$ cat src/rtl/axil_read_arbiter.sv
`timescale 1ns/1ps
`default_nettype none
// ============================================================================
// Module      : axil_read_arbiter
// Description : Round-robin arbiter sharing one AXI-Lite read channel among
//               NUM_MASTERS requesters, with downstream response timeout.
// Revision    : 1.0 - initial release
// ============================================================================
module axil_read_arbiter #(
    parameter int NUM_MASTERS    = 4,
    parameter int ADDR_W         = 32,
    parameter int DATA_W         = 32,
    parameter int TIMEOUT_CYCLES = 256
) (
    input  logic                          S_AXIL_ACLK,
    input  logic                          S_AXIL_ARESETn,
    input  logic [NUM_MASTERS-1:0]        S_AXIL_ARVALID,
    output logic [NUM_MASTERS-1:0]        S_AXIL_ARREADY,
    input  logic [NUM_MASTERS*ADDR_W-1:0] S_AXIL_ARADDR,
    input  logic [NUM_MASTERS*3-1:0]      S_AXIL_ARPROT,
    output logic [NUM_MASTERS-1:0]        S_AXIL_RVALID,
    input  logic [NUM_MASTERS-1:0]        S_AXIL_RREADY,
    output logic [DATA_W-1:0]             S_AXIL_RDATA,
    output logic [1:0]                    S_AXIL_RRESP,
    output logic                          M_AXIL_ARVALID,
    input  logic                          M_AXIL_ARREADY,
    output logic [ADDR_W-1:0]             M_AXIL_ARADDR,
    output logic [2:0]                    M_AXIL_ARPROT,
    input  logic                          M_AXIL_RVALID,
    output logic                          M_AXIL_RREADY,
    input  logic [DATA_W-1:0]             M_AXIL_RDATA,
    input  logic [1:0]                    M_AXIL_RRESP
);

    localparam int GW = $clog2(NUM_MASTERS);
    localparam int CW = (TIMEOUT_CYCLES > 0) ? $clog2(TIMEOUT_CYCLES + 1) : 1;
    localparam logic [CW-1:0] TO_LAST = (TIMEOUT_CYCLES > 0) ? CW'(TIMEOUT_CYCLES - 1) : '0;

    localparam logic [2:0] ST_IDLE  = 3'd0;
    localparam logic [2:0] ST_ADDR  = 3'd1;
    localparam logic [2:0] ST_DATA  = 3'd2;
    localparam logic [2:0] ST_RESP  = 3'd3;
    localparam logic [2:0] ST_DRAIN = 3'd4;

    logic [2:0]             state;
    logic [2:0]             state_nxt;
    logic [GW-1:0]          last_grant;
    logic [GW-1:0]          grant;
    logic [GW-1:0]          winner;
    logic                   win_found;
    logic [NUM_MASTERS-1:0] grant_oh;
    logic [CW-1:0]          tmo_cnt;
    logic                   timed_out;

    logic ar_hs_up;
    logic ar_hs_dn;
    logic r_hs_dn;
    logic tmo_hit;
    logic r_hs_up;
    logic drain_done;

    // Round-robin search starting just after the last granted requester
    always_comb begin
        logic [GW-1:0] idx;
        idx       = '0;
        winner    = '0;
        win_found = 1'b0;
        for (int k = 1; k <= NUM_MASTERS; k++) begin
            idx = GW'((int'(last_grant) + k) % NUM_MASTERS);
            if (!win_found && S_AXIL_ARVALID[idx]) begin
                win_found = 1'b1;
                winner    = idx;
            end
        end
    end

    assign grant_oh   = NUM_MASTERS'(1) << grant;
    assign ar_hs_up   = (state == ST_IDLE) && win_found;
    assign ar_hs_dn   = (state == ST_ADDR) && M_AXIL_ARREADY;
    assign r_hs_dn    = (state == ST_DATA) && M_AXIL_RVALID;
    // A real beat wins over a timeout landing in the same cycle
    assign tmo_hit    = (state == ST_DATA) && !M_AXIL_RVALID && (TIMEOUT_CYCLES != 0)
                        && (tmo_cnt == TO_LAST);
    assign r_hs_up    = (state == ST_RESP) && S_AXIL_RREADY[grant];
    assign drain_done = (state == ST_DRAIN) && M_AXIL_RVALID;

    always_ff @(posedge S_AXIL_ACLK or negedge S_AXIL_ARESETn) begin
        if (!S_AXIL_ARESETn) begin
            state <= ST_IDLE;
        end else begin
            state <= state_nxt;
        end
    end

    always_comb begin
        state_nxt = state;
        case (state)
            ST_IDLE:  if (ar_hs_up)   state_nxt = ST_ADDR;
            ST_ADDR:  if (ar_hs_dn)   state_nxt = ST_DATA;
            ST_DATA:  if (r_hs_dn || tmo_hit) state_nxt = ST_RESP;
            ST_RESP:  if (r_hs_up)    state_nxt = timed_out ? ST_DRAIN : ST_IDLE;
            ST_DRAIN: if (drain_done) state_nxt = ST_IDLE;
            default:                  state_nxt = ST_IDLE;
        endcase
    end

    // Upstream ARREADY is held low while reset is asserted so every output reads 0
    always_comb begin
        S_AXIL_ARREADY = '0;
        M_AXIL_RREADY  = 1'b0;
        if (S_AXIL_ARESETn && ar_hs_up) begin
            S_AXIL_ARREADY[winner] = 1'b1;
        end
        if ((state == ST_DATA) || (state == ST_DRAIN)) begin
            M_AXIL_RREADY = 1'b1;
        end
    end

    always_ff @(posedge S_AXIL_ACLK or negedge S_AXIL_ARESETn) begin
        if (!S_AXIL_ARESETn) begin
            last_grant     <= GW'(NUM_MASTERS - 1);
            grant          <= '0;
            M_AXIL_ARVALID <= 1'b0;
            M_AXIL_ARADDR  <= '0;
            M_AXIL_ARPROT  <= '0;
            S_AXIL_RVALID  <= '0;
            S_AXIL_RDATA   <= '0;
            S_AXIL_RRESP   <= '0;
            tmo_cnt        <= '0;
            timed_out      <= 1'b0;
        end else begin
            if (ar_hs_up) begin
                M_AXIL_ARADDR  <= S_AXIL_ARADDR[int'(winner)*ADDR_W +: ADDR_W];
                M_AXIL_ARPROT  <= S_AXIL_ARPROT[int'(winner)*3 +: 3];
                grant          <= winner;
                last_grant     <= winner;
                M_AXIL_ARVALID <= 1'b1;
            end
            if (ar_hs_dn) begin
                M_AXIL_ARVALID <= 1'b0;
                tmo_cnt        <= '0;
            end
            if ((state == ST_DATA) && (tmo_cnt != '1)) begin
                tmo_cnt <= tmo_cnt + CW'(1);
            end
            if (r_hs_dn) begin
                S_AXIL_RDATA  <= M_AXIL_RDATA;
                S_AXIL_RRESP  <= M_AXIL_RRESP;
                S_AXIL_RVALID <= grant_oh;
            end else if (tmo_hit) begin
                S_AXIL_RDATA  <= '0;
                S_AXIL_RRESP  <= 2'b10;
                S_AXIL_RVALID <= grant_oh;
                timed_out     <= 1'b1;
            end
            if (r_hs_up) begin
                S_AXIL_RVALID <= '0;
            end
            if (drain_done) begin
                timed_out <= 1'b0;
            end
        end
    end

endmodule
`default_nettype wire

$ cat config.mk
export PLATFORM = sky130hd
export DESIGN_NAME = axil_read_arbiter
export DESIGN_NICKNAME = d
export VERILOG_FILES = /design/src/rtl/axil_read_arbiter.sv
export SDC_FILE = /design/constraint.sdc
export NUM_CORES = 1
export LEC_CHECK = 0
export ABC_CLOCK_PERIOD_IN_PS = 6400
export BUFFER_PORTS_ARGS = -buffer_cell sky130_fd_sc_hd__buf_2
export CORE_MARGIN = 3
export CORE_UTILIZATION = 49
export DETAILED_ROUTE_END_ITERATION = 8
export PLACE_DENSITY = 0.87
export SKIP_LAST_GASP = 1
export SLEW_MARGIN = 20
export SYNTH_ARGS = -nofsm -noshare
export SYNTH_HDL_FRONTEND = slang
export SYNTH_SLANG_ARGS = --single-unit
export TNS_END_PERCENT = 30
$ cat constraint.sdc
create_clock -name S_AXIL_ACLK -period 6.4 [get_ports S_AXIL_ACLK]
set_clock_uncertainty 0.15 [all_clocks]
set_input_delay 0.96 -clock S_AXIL_ACLK [delete_from_list [all_inputs] [get_ports S_AXIL_ACLK]]
set_output_delay 0.96 -clock S_AXIL_ACLK [all_outputs]
set_load 0.05 [all_outputs]
# [After elaboration in Yosys (flattened, before gate mapping)]
# Index checks and enable logic that the tools add are counted.
[totals] register_bits=91 in_bits=186 out_inout_bits=79 wordCells=109
[op_classes] add_sub_neg=5 mul=1 n_lt_le_gt_ge=7 eq_ne=12 shifts=3 n_mux=43 reduce_logical=27
[op_table] operator="$shiftx A128 B8 Y32" count=1
[op_table] operator="$mux W32" count=2
[op_table] operator="$lt A2 B3 Y1 const B" count=6
[op_table] operator="$mux W3" count=6
[op_table] operator="$mux W9" count=2
[op_table] operator="$mux W1" count=16
[op_table] operator="$mux W4" count=4
[op_table] operator="$pmux W3 S5" count=1
[op_table] operator="$logic_and A1 B1 Y1" count=13
[op_table] operator="$mux W2" count=6
[op_table] operator="$shiftx A12 B5 Y3" count=1
[op_table] operator="$bmux W1 S2" count=5
[op_table] operator="$add A9 B1 Y9 const B" count=1
[op_table] operator="$eq A9 B8 Y1 const B" count=1
[op_table] operator="$ne A9 B9 Y1 const B" count=1
[op_table] operator="$ne A2 B2 Y1 const B" count=4
[op_table] operator="$reduce_bool A2 Y1" count=4
[op_table] operator="$eq A3 B2 Y1 const B" count=2
[op_table] operator="$reduce_and A5 Y1" count=1
[op_table] operator="$add A2 B1 Y2 const B" count=2
[op_table] operator="$add A2 B2 Y2 const B" count=2
[op_table] operator="$logic_not A1 Y1" count=4
[op_table] operator="$mul A2 B2 Y4 const B" count=1
[op_table] operator="$ne A2 B1 Y1 const B" count=2
[op_table] operator="9 further kinds" count=10

# [Logic depth before layout (Yosys ltp)]
# Gate-level depths: netlist of the first run.
[logic_depth] ltp_word=18 depth_mapped=9 mapped_depth_nobuf=8

# [Least setup slack after synthesis of the first run]
# Ideal clock, no wire load.
[synth_timing] path_kind="input-to-output" start="input port S_AXIL_ARVALID[3]" end="output port S_AXIL_ARREADY[0]" arrival_ns=2.531 t_required_ns=5.290 slack_ns=2.759 path_stages=7 path_buffers=3 path_cell_list="buf_6 > nor2_1 > o21a_1 > a221o_1 > buf_2 > clkbuf_1 > and3_1"
[synth_via] elab_chain_cells=17 elab_cells_between_ends=30 cone_classes="order compare (2); mux (19); reduce/logical (9)"
[synth_rtl] element="start: declaration" line="17" text="input logic [NUM_MASTERS-1:0] S_AXIL_ARVALID,"
[synth_rtl] element="$bmux W1 S2" line="70" text="if (!win_found && S_AXIL_ARVALID[idx]) begin"
[synth_rtl] element="$mux W1 (not written as such)" line="70"
[synth_rtl] element="$mux W1" line="70"
[synth_rtl] element="$logic_not A1 Y1" line="70"
[synth_rtl] element="$logic_and A1 B1 Y1" line="70"
[synth_rtl] element="$mux W1" line="70"
[synth_rtl] element="$logic_not A1 Y1" line="70"
[synth_rtl] element="$logic_and A1 B1 Y1" line="70"
[synth_rtl] element="$mux W1" line="70"
[synth_rtl] element="$logic_not A1 Y1" line="70"
[synth_rtl] element="$logic_and A1 B1 Y1" line="70"
[synth_rtl] element="$mux W2" line="70"
[synth_rtl] element="$lt A2 B3 Y1 (not written as such) / $ge A2 B1 Y1 (equally long branches)" line="112" text="S_AXIL_ARREADY[winner] = 1'b1;"
[synth_rtl] element="$logic_and A1 B1 Y1 (not written as such)" line="112"
[synth_rtl] element="$mux W1 (not written as such)" line="112"
[synth_rtl] element="$demux W1 S2" line="112"
[synth_rtl] element="$mux W4 (*)" line="111" text="if (S_AXIL_ARESETn && ar_hs_up) begin"
[synth_rtl] element="end: declaration" line="18" text="output logic [NUM_MASTERS-1:0] S_AXIL_ARREADY,"
# Mark *: on every way between the ends. The rest lies on a longest branch, timed or not. The select of a mux whose other input is x is not followed.

# [Final worst setup path of the first run]
[layout_timing] start="input port S_AXIL_ARVALID[3]" end="output port S_AXIL_ARREADY[2]"
# The elaborated chain is that of the path after synthesis.

==> results_dict.tcl, run 1 <==
set metrics [dict create \
    intPower_mw 1.63 \
    synth_edf_count 0 \
    irDropWorstVdd_mv 0.345 \
    layout_common_cells "263 x buf_2, 89 x dfrtp_1, 72 x a31oi_1" \
    rsz0062_at_grt "no" \
    slew_headroom_pct 48.1 \
    endpoint_kind "output port" \
    drc 0 \
    place_congestion 0.892 \
    avgSynthCellArea_sq_um 9.95 \
    switching_share_pct 54.5 \
    cts_resized 0 \
    cp-start-kind "input pin" \
    crit_arrival_ns 2.72 \
    cts_tree "yes" \
    core_area_sq_um 9420 \
    vias 5094 \
    finalSetupViolations 0 \
    dp_hpwl_mm 11.8 \
    vias_per_cell 5.93 \
    cp_max_fo 82 \
    syn-num-nets 674 \
    total_power_mw 3.59 \
    htreeDepth 3 \
    cts_hold_buffers 0 \
    dieWidth_microns 105 \
    fin_area_sq_um 6440 \
    hold_violations 0 \
    async_reset_ff_share_pct 100 \
    path_clk_slew_ns 0.09 \
    start_util_pct 51.2 \
    drtIter0Drc 359 \
    synth_seq_area_share_pct 47.3 \
    synthTopCellsByArea "dfrtp_1 46%, a31oi_1 9.3%, a22o_1 6.2%, a22oi_1 5.4%, nor4b_1 3.6%" \
    leakage_nw 3.10 \
    status "finished clean" \
    final_common_cell "buf_2" \
    synth_cell_types 50 \
    tightest_slew_ns 0.779 \
    synthCells 485 \
    finalCritPeriodShare_pct 59.9 \
    seqPwrFrac_pct 28.9 \
    clk_latency_ns 0.35 \
    die_area_sq_um 11100 \
    power_density_nw_per_um2 557 \
    fp.dieH_microns 105 \
    critPathRequiredTime_ns 5.29 \
    final_antenna_net_count 0 \
    timing.setup.tns_ns 0 \
    yosysTopAreaCell "dfrtp_1" \
    syn_to_final_growth_pct 33.5 \
    cap_violations 0 \
    grt_max_degree 83 \
    fin_crit_ns 3.83 \
    p_sw_mw 1.95 \
    layout.area.seq_sq_um 2280 \
    cts.sinks 91 \
    finalMaxSlewViolations 0 \
    finalNonFillerCells 859 \
    grt_pass1_vias 5098 \
    dpl_cell_area_sq_um 6170 \
    combPwrFrac_pct 59.9 \
    yosysTopAreaCellShare_pct 46.2 \
    wl_mm 16.0 \
    clockRootBuffer "clkbuf_8" \
    multi_input_area_sq_um 2270 \
    drtPass1Iterations 5 \
    placedCellCount 840 \
    clk_path_buf_depth 2 \
    nFillCells 775 \
    synthFlopType "dfrtp_1" \
    setup.worst_path.class "input pin to output port" \
    port_buffers 264 \
    timing.fmax_mhz 261 \
    grt_first_pass_wirelength_mm 24.9 \
    overflow 0 \
    ys_ff_latch 91 \
    rows 35 \
    post_cts_buffers 0 \
    wire_per_inst_microns 18.6 \
    hp-class "flop to flop" \
    cts_buffers 9 \
    ios 265 \
    grtUsageTotal_pct 27.7 \
    synthesis.area_sq_um 4820 \
    power_frac_clock_pct 11.3 \
    nets 913 \
    antenna_found_initial 2 \
    yosysWarningCount 0 \
    drive_gt1_share_pct 43.5 \
]
-- through the flow --
step	setup slack (ns)	utilization, %	hold WS, ns
after floorplan	2.76	-	0.295
after global placement	2.49	65.6	0.314
after detailed placement	2.61	65.6	0.327
after CTS	2.60	67.8	0.342
after global routing	2.42	68.4	0.364
final	2.57	68.4	0.343
-- metal layers --
layer | track usage, % | part of all wire (%) | vias up | routed length [microns]
met4 | 11.5 | 3.2 | 2 | 518
met3 | 5.51 | 7.7 | 44 | 1230
li1 | - | - | 2341 | -
met5 | 0 | 0.056 | - | 9
met1 | 33.1 | 37 | 2418 | 5930
met2 | 48.5 | 52 | 289 | 8260
-- worst paths after layout --
kind | from | endpoint | slack (ns) | cells past startpoint
setup / recovery | S_AXIL_ARVALID[3] | S_AXIL_ARREADY[2] | 2.57 | 6
hold / removal | tmo_cnt[5]$_DFFE_PN0P_ | tmo_cnt[5]$_DFFE_PN0P_ | 0.34 | 1
setup reg to reg | last_grant[1]$_DFFE_PN1P_ | M_AXIL_ARADDR[10]$_DFFE_PN0P_ | 3.67 | 6
hold reg to reg | tmo_cnt[5]$_DFFE_PN0P_ | tmo_cnt[5]$_DFFE_PN0P_ | 0.34 | 1
max in group asynchronous | S_AXIL_ARESETn | M_AXIL_ARADDR[26]$_DFFE_PN0P_ | 4.62 | 2
min in group asynchronous | S_AXIL_ARESETn | state[0]$_DFFE_PN0P_ | 0.47 | 1
-- power groups by stage --
stage | clock (mW) | sequential, mW | combinational [mW]
finish | 0.405 | 1.04 | 2.15
floorplan | 0 | 1.74 | 0.893
CTS | 0.415 | 1.03 | 2.13
global placement | 0 | 1.02 | 2.07
global route | 0.435 | 1.07 | 2.28
detailed placement | 0 | 1.04 | 2.13
-- layout make-up --
class	count	share of cell area, %
clock buffers	9	1.92
clock inverters	7	1.30
well taps	129	2.51
repair buffers	274	22.3
flip-flops and latches	91	35.4
multi-input cells	326	35.2
diodes	1	0.0389
inverters	22	1.28
-- kinds of logic after synthesis --
family / share of synthesized area (%)
AND/OR/NAND/NOR: 16.3
adder cells (fa/ha/maj): 0.778
flip-flops: 47.3
AO/OA/AOI/OAI: 27.9
multiplexers: 1.12
buffers and inverters: 6.59
-- critical path, cell delays in order --
cell    delay [ns]
buf_2         0.15
nor4_1        0.64
nor4_4        0.04
buf_4         0.36
and3_1        0.30
buf_2         0.20
-- state kept, by name (all words and copies together), names as in the netlist --
name            flops
M_AXIL_ARPROT       3
M_AXIL_ARADDR      32
grant               2
last_grant          2
state               3
S_AXIL_RDATA       32
tmo_cnt             9
S_AXIL_RVALID       4
timed_out           1
M_AXIL_ARVALID      1
S_AXIL_RRESP        2
-- cells in the mapped netlist, types with 2 or more instances --
cell type and instances:
a21oi_1 13, a22o_1 34, a22oi_1 35, a31oi_1 72, and3_1 5, buf_2 10, buf_4 3, buf_6 3
clkbuf_1 28, dfrtp_1 89, dfstp_2 2, ha_1 3, inv_1 22, mux2i_1 2, nand2_1 18, nand2b_1 5
nand3_1 2, nand3b_1 3, nand4_1 3, nor2_1 46, nor3_1 2, nor3b_1 2, nor4_1 6, nor4_2 12
nor4b_1 20, o211ai_1 2, o21a_1 3, o21ai_0 15, o221a_2 2, o31ai_1 3
(Power assumes the default switching activity.)
==> inputs of run 2 (changes only) <==
- ABC_CLOCK_PERIOD_IN_PS: 6400 -> 4000
- CORE_UTILIZATION: 49 -> 45
- PLACE_DENSITY: 0.87 -> 0.81
- clock period: 6.4 -> 4 ns (I/O delays scaled with it)
==> run 2 against run 1 <==
Compared with the run above: hold slack lost 0.25 ns; wire length decreased by 1.7%; combinational power grew 60%; non-clock buffer count grew 4; utilization is 6.3 points lower; first-iteration DRC count decreased by 3.6%; critical endpoint unchanged; critical path depth fell by 2; global-route usage is 3.2 points lower; critical path type is now flop to output port; sequential power is 58% higher; via count is 2.5% lower.
==> results_dict.tcl, run 2 (synthesis gave the netlist of run 1 again) <==
set metrics [dict create \
    dpl_cell_area_sq_um 6230 \
    cap_violations 0 \
    switching_share_pct 55.0 \
    core_area_sq_um 10400 \
    clockRootBuffer "clkbuf_8" \
    power_frac_clock_pct 10.9 \
    drtPass1Iterations 6 \
    finalCritPeriodShare_pct 84.8 \
    path_clk_slew_ns 0.10 \
    leakage_nw 3.11 \
    timing.setup.tns_ns 0 \
    drc 0 \
    finalSetupViolations 0 \
    vias_per_cell 5.71 \
    fin_util_pct 62.1 \
    clk_path_buf_depth 2 \
    endpoint_kind "output port" \
    met1Wirelength_mm 6.07 \
    dp_hpwl_mm 11.9 \
    grt_pass1_vias 4540 \
    final_antenna_net_count 0 \
    syn_to_final_growth_pct 33.4 \
    cp-start-kind "flop" \
    dieWidth_microns 110 \
    cp_max_fo 39 \
    r2r_cells 6 \
    fin_area_sq_um 6430 \
    ios 265 \
    hold_violations 0 \
    power_density_nw_per_um2 884 \
    p_sw_mw 3.13 \
    rows 37 \
    crit_arrival_ns 2.64 \
    intPower_mw 2.56 \
    cts_resized 0 \
    status "finished clean" \
    nets 917 \
    wl_met2_mm 7.80 \
    die_area_sq_um 12000 \
    irDropWorstVdd_mv 0.446 \
    grt_max_degree 51 \
    largestRegisters "M_AXIL_ARADDR x32, S_AXIL_RDATA x32, tmo_cnt x9" \
    reg2reg_to "M_AXIL_ARADDR[28]$_DFFE_PN0P_" \
    cp_top_family "simple AND/OR/NAND/NOR gates" \
    slew_headroom_pct 26.6 \
    cpMaxStageDelayCell "nor4_4" \
    vias 4967 \
    path_cells "nor4_4, buf_4, and3_1, buf_2" \
    cts_hold_buffers 0 \
    tightest_slew_ns 1.10 \
    timing.rr.start "last_grant[0]$_DFFE_PN1P_" \
    wire_per_inst_microns 18.0 \
    timing.fmax_mhz 295 \
    fin_crit_ns 3.39 \
    nFillCells 886 \
    wl_mm 15.7 \
    cts.sinks 91 \
    final_common_cell "buf_2" \
    grt_first_pass_wirelength_mm 22.7 \
    post_cts_buffers 0 \
    drtIter0Drc 346 \
    top_layer "met5" \
    port_buffers 264 \
    start_util_pct 46.5 \
    dr_wl_met3_mm 1.36 \
    place_congestion 0.898 \
    grtUsageTotal_pct 24.5 \
    cts_buffers 9 \
    htreeDepth 3 \
    rsz0062_at_grt "no" \
    overflow 0 \
    fp.dieH_microns 110 \
    total_power_mw 5.69 \
    drive_gt1_share_pct 43.7 \
    layout_common_cells "263 x buf_2, 89 x dfrtp_1, 72 x a31oi_1" \
    clk_latency_ns 0.36 \
    finalMaxSlewViolations 0 \
    ff2ff_setup_slack_ns 1.24 \
    antenna_found_initial 2 \
    slowest_delay_ns 0.78 \
    cts_tree "yes" \
    setup.worst_path.class "flop to output port" \
    combPwrFrac_pct 60.2 \
    crit_buf_inv 2 \
    seqPwrFrac_pct 28.9 \
    hp-class "input pin to asynchronous set/reset pin" \
    critPathRequiredTime_ns 3.25 \
]
[run 2: changes by cell type in the layout (fill, tap and decap cells not counted)]
cell        change
buf_16          -2
clkinv_8        +2
or2_2           -1
bufinv_16       -1
clkinvlp_4      -3
clkinv_4        +2
buf_4           +6
or2_1           +1
[run 2: final cells by class]
cell class                 instances  area [sq um]  area share, %
antenna                            1          2.50         0.0389
sequential                        91          2280           35.4
inverter                          22          82.6           1.28
tap                              136           170           2.64
multi-input combinational        326          2270           35.2
timing repair buffer             278          1430           22.2
clock inverter                     7          81.3           1.26
clock buffer                       9           124           1.92
[run 2: layer usage]
metal	track usage [%]	vias to the layer above
li1	-	2355
met1	29.9	2310
met2	42.2	259
met3	6.22	39
met4	8.10	4
met5	0	-
[run 2: power groups by stage]
| stage | clock network [mW] | registers [mW] | logic (mW) |
|---|---|---|---|
| after global placement | 0 | 1.64 | 3.37 |
| after floorplan | 0 | 2.79 | 1.43 |
| final | 0.620 | 1.64 | 3.43 |
| after CTS | 0.635 | 1.64 | 3.43 |
| after detailed placement | 0 | 1.65 | 3.43 |
| after global routing | 0.681 | 1.70 | 3.64 |
[run 2: per-stage QoR]
step | hold slack [ns] | std cells | worst slack (ns)
3_5_place_dp | 0.317 | 853 | 0.820
6_report | 0.0958 | 870 | 0.607
5_1_grt | 0.117 | 869 | 0.429
4_1_cts | 0.103 | 869 | 0.613
3_3_place_gp | 0.314 | 853 | 0.868
2_1_floorplan | 0.154 | 485 | 1.08
[run 2: worst register-to-register path, delay by kind of cell, from the launching register on]
kind / cells / cell delay [ns]
AND/OR/NAND/NOR: 2 / 0.38
flip-flops: 1 / 0.66
buffers and inverters: 1 / 0.39
AO/OA/AOI/OAI: 3 / 1.11
[run 2: how the worst max path moves through the flow]
stage | endpoint | start | slack [ns] | cells after the start
3_3_place_gp | S_AXIL_ARREADY[2] | S_AXIL_ARVALID[2] | 0.87 | 6
4_1_cts | S_AXIL_ARREADY[2] | state[0]$_DFFE_PN0P_ | 0.61 | 4
3_5_place_dp | S_AXIL_ARREADY[2] | S_AXIL_ARVALID[3] | 0.82 | 6
6_report | S_AXIL_ARREADY[2] | state[0]$_DFFE_PN0P_ | 0.61 | 4
5_1_grt | S_AXIL_ARREADY[2] | state[0]$_DFFE_PN0P_ | 0.43 | 4
2_1_floorplan | S_AXIL_ARREADY[0] | S_AXIL_ARVALID[3] | 1.08 | 7
==> inputs of run 3 (changes only) <==
- ABC_CLOCK_PERIOD_IN_PS: 4000 -> 3200
- clock period: 4 -> 3.2 ns (I/O delays scaled with it)
==> run 3 against run 2 <==
Compared with the run above: utilization is 0.16 points higher; clock power is 30% higher; non-clock buffer count is 2 higher; largest power group unchanged; largest cell class unchanged; wire length is 0.57% higher; highest routed layer unchanged.
==> results_dict.tcl, run 3 (synthesis gave the netlist of run 1 again) <==
set metrics [dict create \
    status "finished clean" \
    grt_first_pass_wirelength_mm 23.0 \
    path_clk_slew_ns 0.10 \
    clockRootBuffer "clkbuf_8" \
    hold_violations 0 \
    critPathRequiredTime_ns 2.57 \
    finalNonFillerCells 871 \
    path_cells "and3b_4, a221o_1, and3_1, buf_2" \
    fin_area_sq_um 6450 \
    drc 0 \
    dpl_cell_area_sq_um 6230 \
    hold_ws_ns 0.189 \
    power_frac_clock_pct 11.3 \
    port_buffers 264 \
    seqPwrFrac_pct 28.8 \
    timing.setup.tns_ns 0 \
    syn_to_final_growth_pct 33.7 \
    clk_path_buf_depth 2 \
    wl_mm 15.8 \
    hp-class "input pin to flop" \
    post_cts_buffers 0 \
    endpoint_kind "output port" \
    total_power_mw 7.14 \
    rsz0062_at_grt "no" \
    nets 919 \
    fp.dieH_microns 110 \
    ios 265 \
    grt_pass1_vias 4645 \
    layout_common_cells "263 x buf_2, 89 x dfrtp_1, 72 x a31oi_1" \
    cpMaxStageDelayCell "dfstp_2" \
    power_density_nw_per_um2 1110 \
    clk_latency_ns 0.35 \
    wire_per_inst_microns 18.1 \
    post-place-ws_ns 0.396 \
    start_util_pct 46.5 \
    switching_share_pct 54.2 \
    leakage_nw 3.12 \
    cap_violations 0 \
    slew_headroom_pct 25.8 \
    grtUsageTotal_pct 24.7 \
    fin_util_pct 62.2 \
    vias 5060 \
    ff2ff_setup_slack_ns 0.56 \
    drive_gt1_share_pct 43.8 \
    drtIter0Drc 307 \
    finalMaxSlewViolations 0 \
    overflow 0 \
    finalSetupViolations 0 \
    antenna_found_initial 1 \
    cts_buffers 9 \
    dp_hpwl_mm 12.0 \
    fin_crit_ns 2.92 \
    htreeDepth 3 \
    placedCellCount 854 \
    crit_arrival_ns 2.29 \
    antenna_cells 0 \
    rows 37 \
    cts.sinks 91 \
    vias_per_cell 5.81 \
    cts_tree "yes" \
    grt_max_degree 44 \
    combPwrFrac_pct 59.9 \
    cp_top_family "flip-flops" \
    die_area_sq_um 12000 \
    finalCritPeriodShare_pct 91.2 \
    final_common_cell "buf_2" \
    setup.worst_path.class "flop to output port" \
    tightest_slew_ns 1.11 \
    largestRegisters "M_AXIL_ARADDR x32, S_AXIL_RDATA x32, tmo_cnt x9" \
    final_antenna_net_count 0 \
    crit_buf_inv 1 \
    nFillCells 900 \
    fin_ws_ns 0.281 \
    timing.fmax_mhz 343 \
    core_area_sq_um 10400 \
    intPower_mw 3.27 \
    dieWidth_microns 110 \
    cp-start-kind "flop" \
    p_sw_mw 3.87 \
    place_congestion 0.875 \
    irDropWorstVdd_mv 0.580 \
    cp_max_fo 17 \
    drtPass1Iterations 7 \
    slowest_delay_ns 0.65 \
]
run 3: changes by cell type in the layout (fill, tap and decap cells not counted), sizes merged:
cell,change
buf,+1
dlygate4sd3,+1
diode,-1
bufinv,+1
clkinvlp,+2
clkinv,-3
run 3: layout make-up:
cell class              instances  area [sq um]  area share, %
clock buffers                   9           124           1.92
clock inverters                 7          82.6           1.28
inverters                      22          82.6           1.28
multi-input cells             326          2270           35.1
flip-flops and latches         91          2280           35.3
well taps                     136           170           2.64
repair buffers                280          1450           22.4
run 3: power groups by stage:
stage | clock network [mW] | registers (mW) | logic (mW)
2_1_floorplan | 0 | 3.49 | 1.79
3_3_place_gp | 0 | 2.05 | 4.21
3_5_place_dp | 0 | 2.07 | 4.27
4_1_cts | 0.828 | 2.05 | 4.29
5_1_grt | 0.888 | 2.11 | 4.53
6_report | 0.805 | 2.06 | 4.28
run 3: per-layer routing:
metal	wire length, microns	global-route usage (%)	vias up	part of all wire (%)
li1	-	-	2356	-
met1	5960	29.6	2363	38
met2	7940	43.5	299	50
met3	1430	5.40	40	9.1
met4	423	9.08	2	2.7
met5	13	0	-	0.082
run 3: final timing paths:
check                                          start                            end  cells after the start
setup reg to reg           last_grant[0]$_DFFE_PN1P_  M_AXIL_ARADDR[31]$_DFFE_PN0P_                      5
setup / recovery           last_grant[1]$_DFFE_PN1P_              S_AXIL_ARREADY[0]                      4
max in group asynchronous             S_AXIL_ARESETn   S_AXIL_RVALID[1]$_DFFE_PN0P_                      3
hold reg to reg               tmo_cnt[6]$_DFFE_PN0P_         tmo_cnt[6]$_DFFE_PN0P_                      1
min in group asynchronous             S_AXIL_ARESETn         tmo_cnt[2]$_DFFE_PN0P_                      2
hold / removal                       M_AXIL_RRESP[1]    S_AXIL_RRESP[1]$_DFFE_PN0P_                      3
run 3: timing repair:
action	4_1_cts	5_1_grt
hold endpoints to repair	22	0
resized for setup	0	0
hold buffers	1	0
run 3: worst min-delay path, cell delays in order:
cell and delay [ns]:
buf_2 0.09, inv_1 0.04, a21oi_1 0.05
